--- src/rtl/pixel_ise_pkg.sv ---
// Shared definitions for the RGB565 pixel packer custom instruction:
// opcodes, control FSM states and STATUS word layout.
package pixel_ise_pkg;

    localparam logic [1:0] OP_READ   = 2'd0;
    localparam logic [1:0] OP_STATUS = 2'd1;
    localparam logic [1:0] OP_CLEAR  = 2'd2;

    typedef enum logic [1:0] {
        ST_IDLE = 2'd0,
        ST_WAIT = 2'd1,
        ST_DONE = 2'd2
    } state_t;

    localparam int FILL_LSB  = 0;
    localparam int OVF_BIT   = 8;
    localparam int TMO_BIT   = 9;
    localparam int FRAME_LSB = 16;

endpackage

--- src/rtl/sync_word_fifo.sv ---
// Single-clock word FIFO with synchronous clear and fill count.
// A pop frees a slot in the same cycle, so push+pop while full is accepted.
module sync_word_fifo #(
    parameter int DEPTH_LOG2 = 4,
    parameter int WIDTH      = 32
) (
    input  logic                  clock,
    input  logic                  nReset,
    input  logic                  push,
    input  logic                  pop,
    input  logic                  clear,
    input  logic [WIDTH-1:0]      wdata,
    output logic [WIDTH-1:0]      rdata,
    output logic                  full,
    output logic                  empty,
    output logic [DEPTH_LOG2:0]   fill
);

    localparam int DEPTH = 1 << DEPTH_LOG2;
    localparam logic [DEPTH_LOG2:0] FULL_COUNT = (DEPTH_LOG2 + 1)'(DEPTH);

    logic [WIDTH-1:0]      mem [DEPTH];
    logic [DEPTH_LOG2-1:0] wr_ptr;
    logic [DEPTH_LOG2-1:0] rd_ptr;
    logic [DEPTH_LOG2:0]   count;
    logic                  do_push;
    logic                  do_pop;

    assign empty   = (count == '0);
    assign full    = (count == FULL_COUNT);
    assign fill    = count;
    assign rdata   = mem[rd_ptr];
    assign do_pop  = pop && !empty;
    assign do_push = push && (!full || do_pop);

    always_ff @(posedge clock or negedge nReset) begin
        if (!nReset) begin
            wr_ptr <= '0;
            rd_ptr <= '0;
            count  <= '0;
        end else if (clear) begin
            wr_ptr <= '0;
            rd_ptr <= '0;
            count  <= '0;
        end else begin
            if (do_push) wr_ptr <= wr_ptr + 1'b1;
            if (do_pop)  rd_ptr <= rd_ptr + 1'b1;
            case ({do_push, do_pop})
                2'b10:   count <= count + 1'b1;
                2'b01:   count <= count - 1'b1;
                default: count <= count;
            endcase
        end
    end

    // Storage needs no reset: the pointers define which entries are live.
    always_ff @(posedge clock) begin
        if (do_push && !clear) mem[wr_ptr] <= wdata;
    end

endmodule

--- src/rtl/rgb565_pixel_packer_ise.sv ---
// Packs RGB565 pixel pairs into 32-bit FIFO words and serves them to the CPU
// through a start/done custom instruction (READ, STATUS, CLEAR).
module rgb565_pixel_packer_ise
    import pixel_ise_pkg::*;
#(
    parameter logic [7:0] customInstructionId = 8'd14,
    parameter int         FIFO_DEPTH_LOG2     = 4,
    parameter int         TIMEOUT_CYCLES      = 1024
) (
    input  logic        clock,
    input  logic        nReset,
    input  logic [15:0] pixelData,
    input  logic        pixelValid,
    input  logic        lineEnd,
    input  logic        frameStart,
    input  logic        start,
    input  logic [7:0]  iseId,
    input  logic [31:0] valueA,
    input  logic [31:0] valueB,
    output logic        done,
    output logic [31:0] result
);

    localparam int CW = $clog2(TIMEOUT_CYCLES + 1);

    state_t                   state, state_next;
    logic [15:0]              held_data, held_data_next;
    logic                     held_valid, held_valid_next;
    logic [15:0]              flush_data, flush_data_next;
    logic                     flush_pending, flush_pending_next;
    logic [15:0]              frame_count;
    logic                     overflow, timeout;
    logic [CW-1:0]            wait_count;
    logic [31:0]              result_q, result_next, status_word;
    logic                     push, fifo_pop, do_clear, accept;
    logic                     load_result, load_count, set_timeout, clr_timeout;
    logic [31:0]              push_data, fifo_rdata;
    logic                     fifo_full, fifo_empty;
    logic [FIFO_DEPTH_LOG2:0] fifo_fill;
    logic                     unused_bits;

    assign unused_bits = ^{valueA[31:2], valueB};
    assign accept      = start && (iseId == customInstructionId) && (state == ST_IDLE);
    assign done        = (state == ST_DONE);
    assign result      = done ? result_q : 32'd0;

    sync_word_fifo #(.DEPTH_LOG2(FIFO_DEPTH_LOG2), .WIDTH(32)) u_fifo (
        .clock  (clock),
        .nReset (nReset),
        .push   (push),
        .pop    (fifo_pop),
        .clear  (do_clear),
        .wdata  (push_data),
        .rdata  (fifo_rdata),
        .full   (fifo_full),
        .empty  (fifo_empty),
        .fill   (fifo_fill)
    );

    // Packer: a lineEnd moves the leftover half-word to a flush slot that is
    // pushed next cycle; the holding register is already free by then.
    always_comb begin
        push               = 1'b0;
        push_data          = 32'd0;
        held_valid_next    = held_valid;
        held_data_next     = held_data;
        flush_pending_next = 1'b0;
        flush_data_next    = flush_data;
        if (flush_pending) begin
            push      = 1'b1;
            push_data = {16'h0000, flush_data};
        end
        if (frameStart) held_valid_next = 1'b0;
        if (pixelValid) begin
            if (held_valid_next) begin
                push            = 1'b1;
                push_data       = {pixelData, held_data};
                held_valid_next = 1'b0;
            end else begin
                held_valid_next = 1'b1;
                held_data_next  = pixelData;
            end
        end
        if (lineEnd && held_valid_next) begin
            flush_pending_next = 1'b1;
            flush_data_next    = held_data_next;
            held_valid_next    = 1'b0;
        end
        if (do_clear) begin
            push               = 1'b0;
            held_valid_next    = 1'b0;
            flush_pending_next = 1'b0;
        end
    end

    always_comb begin
        status_word                    = 32'd0;
        status_word[FILL_LSB +: 8]     = 8'(fifo_fill);
        status_word[OVF_BIT]           = overflow;
        status_word[TMO_BIT]           = timeout;
        status_word[FRAME_LSB +: 16]   = frame_count;
    end

    always_comb begin
        state_next  = state;
        fifo_pop    = 1'b0;
        do_clear    = 1'b0;
        load_result = 1'b0;
        result_next = 32'd0;
        load_count  = 1'b0;
        set_timeout = 1'b0;
        clr_timeout = 1'b0;
        case (state)
            ST_IDLE: begin
                if (accept) begin
                    case (valueA[1:0])
                        OP_READ: begin
                            if (!fifo_empty) begin
                                fifo_pop    = 1'b1;
                                load_result = 1'b1;
                                result_next = fifo_rdata;
                                clr_timeout = 1'b1;
                                state_next  = ST_DONE;
                            end else begin
                                load_count  = 1'b1;
                                state_next  = ST_WAIT;
                            end
                        end
                        OP_CLEAR: begin
                            do_clear    = 1'b1;
                            load_result = 1'b1;
                            state_next  = ST_DONE;
                        end
                        default: begin
                            load_result = 1'b1;
                            result_next = status_word;
                            state_next  = ST_DONE;
                        end
                    endcase
                end
            end
            ST_WAIT: begin
                if (!fifo_empty) begin
                    fifo_pop    = 1'b1;
                    load_result = 1'b1;
                    result_next = fifo_rdata;
                    clr_timeout = 1'b1;
                    state_next  = ST_DONE;
                end else if (wait_count == CW'(1)) begin
                    load_result = 1'b1;
                    set_timeout = 1'b1;
                    state_next  = ST_DONE;
                end
            end
            ST_DONE: state_next = ST_IDLE;
            default: state_next = ST_IDLE;
        endcase
    end

    always_ff @(posedge clock or negedge nReset) begin
        if (!nReset) begin
            state         <= ST_IDLE;
            held_data     <= 16'd0;
            held_valid    <= 1'b0;
            flush_data    <= 16'd0;
            flush_pending <= 1'b0;
            frame_count   <= 16'd0;
            overflow      <= 1'b0;
            timeout       <= 1'b0;
            wait_count    <= '0;
            result_q      <= 32'd0;
        end else begin
            state         <= state_next;
            held_data     <= held_data_next;
            held_valid    <= held_valid_next;
            flush_data    <= flush_data_next;
            flush_pending <= flush_pending_next;
            if (frameStart) frame_count <= frame_count + 16'd1;
            // A pop in the same cycle frees a slot, so that push is not lost.
            if (do_clear)
                overflow <= 1'b0;
            else if (push && fifo_full && !fifo_pop)
                overflow <= 1'b1;
            if (do_clear || clr_timeout)
                timeout <= 1'b0;
            else if (set_timeout)
                timeout <= 1'b1;
            if (load_count)
                wait_count <= CW'(TIMEOUT_CYCLES);
            else if (state == ST_WAIT)
                wait_count <= wait_count - 1'b1;
            if (load_result) result_q <= result_next;
        end
    end

endmodule

--- config.mk ---
export PLATFORM = sky130hd
export DESIGN_NAME = rgb565_pixel_packer_ise
export DESIGN_NICKNAME = d
export VERILOG_FILES = /design/src/rtl/pixel_ise_pkg.sv /design/src/rtl/sync_word_fifo.sv /design/src/rtl/rgb565_pixel_packer_ise.sv
export SDC_FILE = /design/constraint.sdc
export NUM_CORES = 1
export LEC_CHECK = 0
export CAP_MARGIN = 15
export CORE_MARGIN = 3
export CORE_UTILIZATION = 60
export DETAILED_ROUTE_END_ITERATION = 12
export PLACE_DENSITY = 0.79
export SETUP_SLACK_MARGIN = 0.15
export SLEW_MARGIN = 20
export SYNTH_ARGS = -nofsm -noshare
export SYNTH_HDL_FRONTEND = slang
export SYNTH_SLANG_ARGS = --single-unit
--- constraint.sdc ---
create_clock -name clock -period 5.7 [get_ports clock]
set_clock_uncertainty 0.05 [all_clocks]
set_input_delay 0.855 -clock clock [delete_from_list [all_inputs] [get_ports clock]]
set_output_delay 0.855 -clock clock [all_outputs]
set_load 0.03 [all_outputs]
==> results by group <==
Route
  – Total wire length: 56600 µm
  – Via Count: 13.0k
  – 1st-iter DRT viols: 1748
  – Drt drc: 0
  – Via/cell ratio: 6.45
  – Drt wl/cell: 28.1 µm
  – Pre-Repair DR Iteration Count: 6
  – Antenna viol nets, final: 0

Timing
  – Achievable Freq: 251 MHz
  – Slew Viols, Final: 0
  – Setup violations, final: 0
  – Final period utilization: 69.8%
  – RSZ-0062 raised after global routing: false
  – Setup TNS: 0 ns
  – Tmin final: 3.98 ns
  – Slew HR: 21.8%
  – Worst Tran Pin Value: 1.17 ns
  – Hold Fails Final Rpt: 0

Synthesis
  – Synth warn: 0
  – Synthesized area: 24900 µm²
  – Syn_nets: 1431
  – Post-synthesis mux area share: 15.1%
  – Xor and xnor area share after synthesis: 1.05%
  – Largest family of logic cells by synthesized area: multiplexers
  – Post-synth top flop: edfxtp_1
  – Asr flop ratio synth: 17.7%
  – EDFF count, synth: 512
  – Sequential area share after synthesis: 72.7%
  – Adder-cell area share of the yosys netlist: 0.633%
  – Post-Syn Instances: 1325
  – Mean Syn Cell Area: 18.8 µm²
  – Synth unique cells: 52
  – Complex-gate fraction of the synthesized area: 3.50%
  – Yosys reg bits: 622
  – Synth Area in Simple Gates: 5.43%

Setup path
  – RR Startpoint: state[1]
  – Crit. End Element: flop
  – Crit path max-delay cell type: and2_2
  – Critical path required time: 5.96 ns
  – WP data arrival: 4.24 ns
  – Worst setup SP type: input pin
  – CP max stage delay: 0.86 ns
  – Crit Path Class: input pin to flop
  – CP cell instances: clkdlybuf4s50_1, or4b_4, nor4_4, or2_1, o21ai_2, nor3b_1, and2_2, buf_4
  – Reg2reg setup slack: 1.96 ns
  – R2r worst-path depth: 7
  – CP max FO: 26
  – Reg-to-reg endpoint: u_fifo.mem[10][18]

Finish
  – Final nets: 1537
  – Filler instances: 2488
  – Synthesis-to-finish area growth: 14.0%
  – Utilization after layout: 69.5%
  – Share of layout cells above drive strength 1: 24.9%
  – Antenna diode instance count: 0
  – Commonest non-fill, non-tap cell in the layout: edfxtp_1
  – Commonest non-fill, non-tap cells in the layout: edfxtp_1, mux4_2, dfrtp_1

Clocking
  – CTS root buf: clkbuf_16
  – Post-CTS Setup Inserts: 0
  – Clock transition at path regs: 0.06 ns
  – CTS Buf Count: 60
  – Clk Latency, worst-skew pair: 0.61 ns
  – Cts hold-fix bufs: 0
  – PostCTS Resize Cnt: 0
  – Clock sinks: 622
  – CTS tree: done
  – H-tree depth: 2
  – Max Root-Sink Buffers: 3

Status
  – Run status: completed

Power and ir drop
  – Power Dens Cells: 360 nW/µm²
  – Worst VDD drop: 0.278 mV
  – Leak pwr: 9.50 nW

Placed design
  – DPL Wire Length: 31100 µm
  – Gpl congestion: 0.799
  – PortBufs: 64

Global routing
  – All-Layer GR Usage: 26.5%
  – Initial antenna violation count: 1
  – GRT overflow: 0
  – Largest net degree at the start of global routing: 74
  – Vias in the first global route: 13.5k
  – Global-route wire length before repair: 85400 µm

Floorplan
  – Die W: 210 µm
  – Core Area: 40900 µm²
  – Row cnt: 74
  – Starting density of the core: 60.9%
  – Die ar.: 44000 µm²
  – Io pins: 127
  – Die Y: 210 µm

Min path
  – Worst hold path class: input pin to async pin

Run
  – Max-Cap Viols: 0
[report_power, final]
| group | internal, W | total [W] | switching, W |
|---|---|---|---|
| logic | 0.000375 | 0.000923 | 0.000548 |
| registers | 0.00529 | 0.00548 | 0.000191 |
| clock network | 0.00217 | 0.00384 | 0.00167 |
[sequential cells by signal, indices dropped and copies added (netlist names)]
register	flops
u_fifo.fill	5
result_q	32
u_fifo.mem	512
wait_count	11
u_fifo.rd_ptr	4
flush_pending	1
held_valid	1
frame_count	16
u_fifo.wr_ptr	4
flush_data	16
state	2
overflow	1
timeout	1
held_data	16
[layout make-up]
class / instances / area [µm²] / area share (%)
flip-flops and latches: 622 / 18100 / 63.8
multi-input cells: 612 / 6490 / 22.8
clock buffers: 67 / 1570 / 5.52
repair buffers: 120 / 1140 / 4.00
well taps: 532 / 666 / 2.34
clock inverters: 47 / 362 / 1.27
inverters: 15 / 56.3 / 0.198
[through the flow]
stage / worst slack [ns] / instance area, µm² / instances / total power [W] / hold WS (ns)
finish: 1.72 / 28400 / 2015 / 0.0102 / 0.248
global route: 1.55 / 28400 / 2015 / 0.0106 / 0.293
global placement: 1.22 / 26500 / 1901 / 0.00640 / 0.412
CTS: 1.77 / 28400 / 2015 / 0.0103 / 0.421
detailed placement: 1.13 / 26500 / 1901 / 0.00647 / 0.421
floorplan: 0.0533 / 24900 / 1325 / 0.00609 / 0.393
[synth_stat cells, types with 2 or more instances]
| cell | count | area share (%) |
|---|---|---|
| mux4_2 | 137 | 12 |
| edfxtp_1 | 512 | 62 |
| nand3_1 | 10 | 0.20 |
| ha_1 | 11 | 0.55 |
| dfrtp_1 | 110 | 11 |
| clkbuf_1 | 46 | 0.69 |
| xnor2_1 | 20 | 0.70 |
| nor2b_1 | 21 | 0.53 |
| nand2_1 | 67 | 1.0 |
| nor2_1 | 40 | 0.60 |
| nor3b_1 | 4 | 0.12 |
| buf_2 | 20 | 0.40 |
| nor4_1 | 10 | 0.25 |
| a22o_1 | 9 | 0.32 |
| buf_1 | 7 | 0.11 |
| nor4_4 | 2 | 0.17 |
| mux2i_1 | 24 | 0.96 |
| a21oi_1 | 17 | 0.34 |
| or2_2 | 3 | 0.075 |
| o221ai_1 | 6 | 0.21 |
| inv_1 | 15 | 0.23 |
| nand2b_1 | 7 | 0.18 |
| a21o_1 | 3 | 0.090 |
| a211oi_1 | 35 | 1.1 |
| a221o_1 | 17 | 0.68 |
| nor3_1 | 6 | 0.12 |
| buf_6 | 2 | 0.090 |
| o21ai_0 | 25 | 0.50 |
| or4_1 | 3 | 0.090 |
| nand4_1 | 5 | 0.13 |
| and3_1 | 2 | 0.050 |
| and2_1 | 58 | 1.5 |
| or3_1 | 5 | 0.13 |
| mux2_2 | 39 | 1.8 |
| xor2_1 | 10 | 0.35 |
[how the worst max path moves through the flow]
| stage | start | to | slack [ns] | cells past startpoint |
|---|---|---|---|---|
| after floorplan | iseId[4] | u_fifo.mem[3][0] | 0.05 | 6 |
| after global placement | iseId[4] | u_fifo.mem[10][29] | 1.22 | 8 |
| after detailed placement | iseId[4] | u_fifo.mem[10][29] | 1.13 | 8 |
| after CTS | iseId[4] | u_fifo.mem[10][18] | 1.77 | 8 |
| after global routing | iseId[0] | u_fifo.mem[10][29] | 1.55 | 8 |
| final | iseId[4] | u_fifo.mem[10][18] | 1.72 | 8 |
[worst max-delay path, delay by kind of cell]
family          cells  cell delay, ns
compound gates      1            0.21
buf+inv             2            0.71
simple gates        5            2.43
[routing by layer]
layer / vias up / share of wire (%) / global-route usage [%]
li1: 5488 / - / -
met4: 2 / 3.5 / 10.1
met3: 128 / 9.4 / 6.22
met5: - / 0.14 / 1.33
met1: 6726 / 37 / 36.2
met2: 653 / 50 / 42.2
[cell families after synthesis]
kind of cell,after synthesis
AO/OA/AOI/OAI,119
multiplexers,200
XOR/XNOR,30
flip-flops,622
adder cells (fa/ha/maj),12
AND/OR/NAND/NOR,251
buffers and inverters,91
No activity file was read; power rests on OpenSTA's default activity.
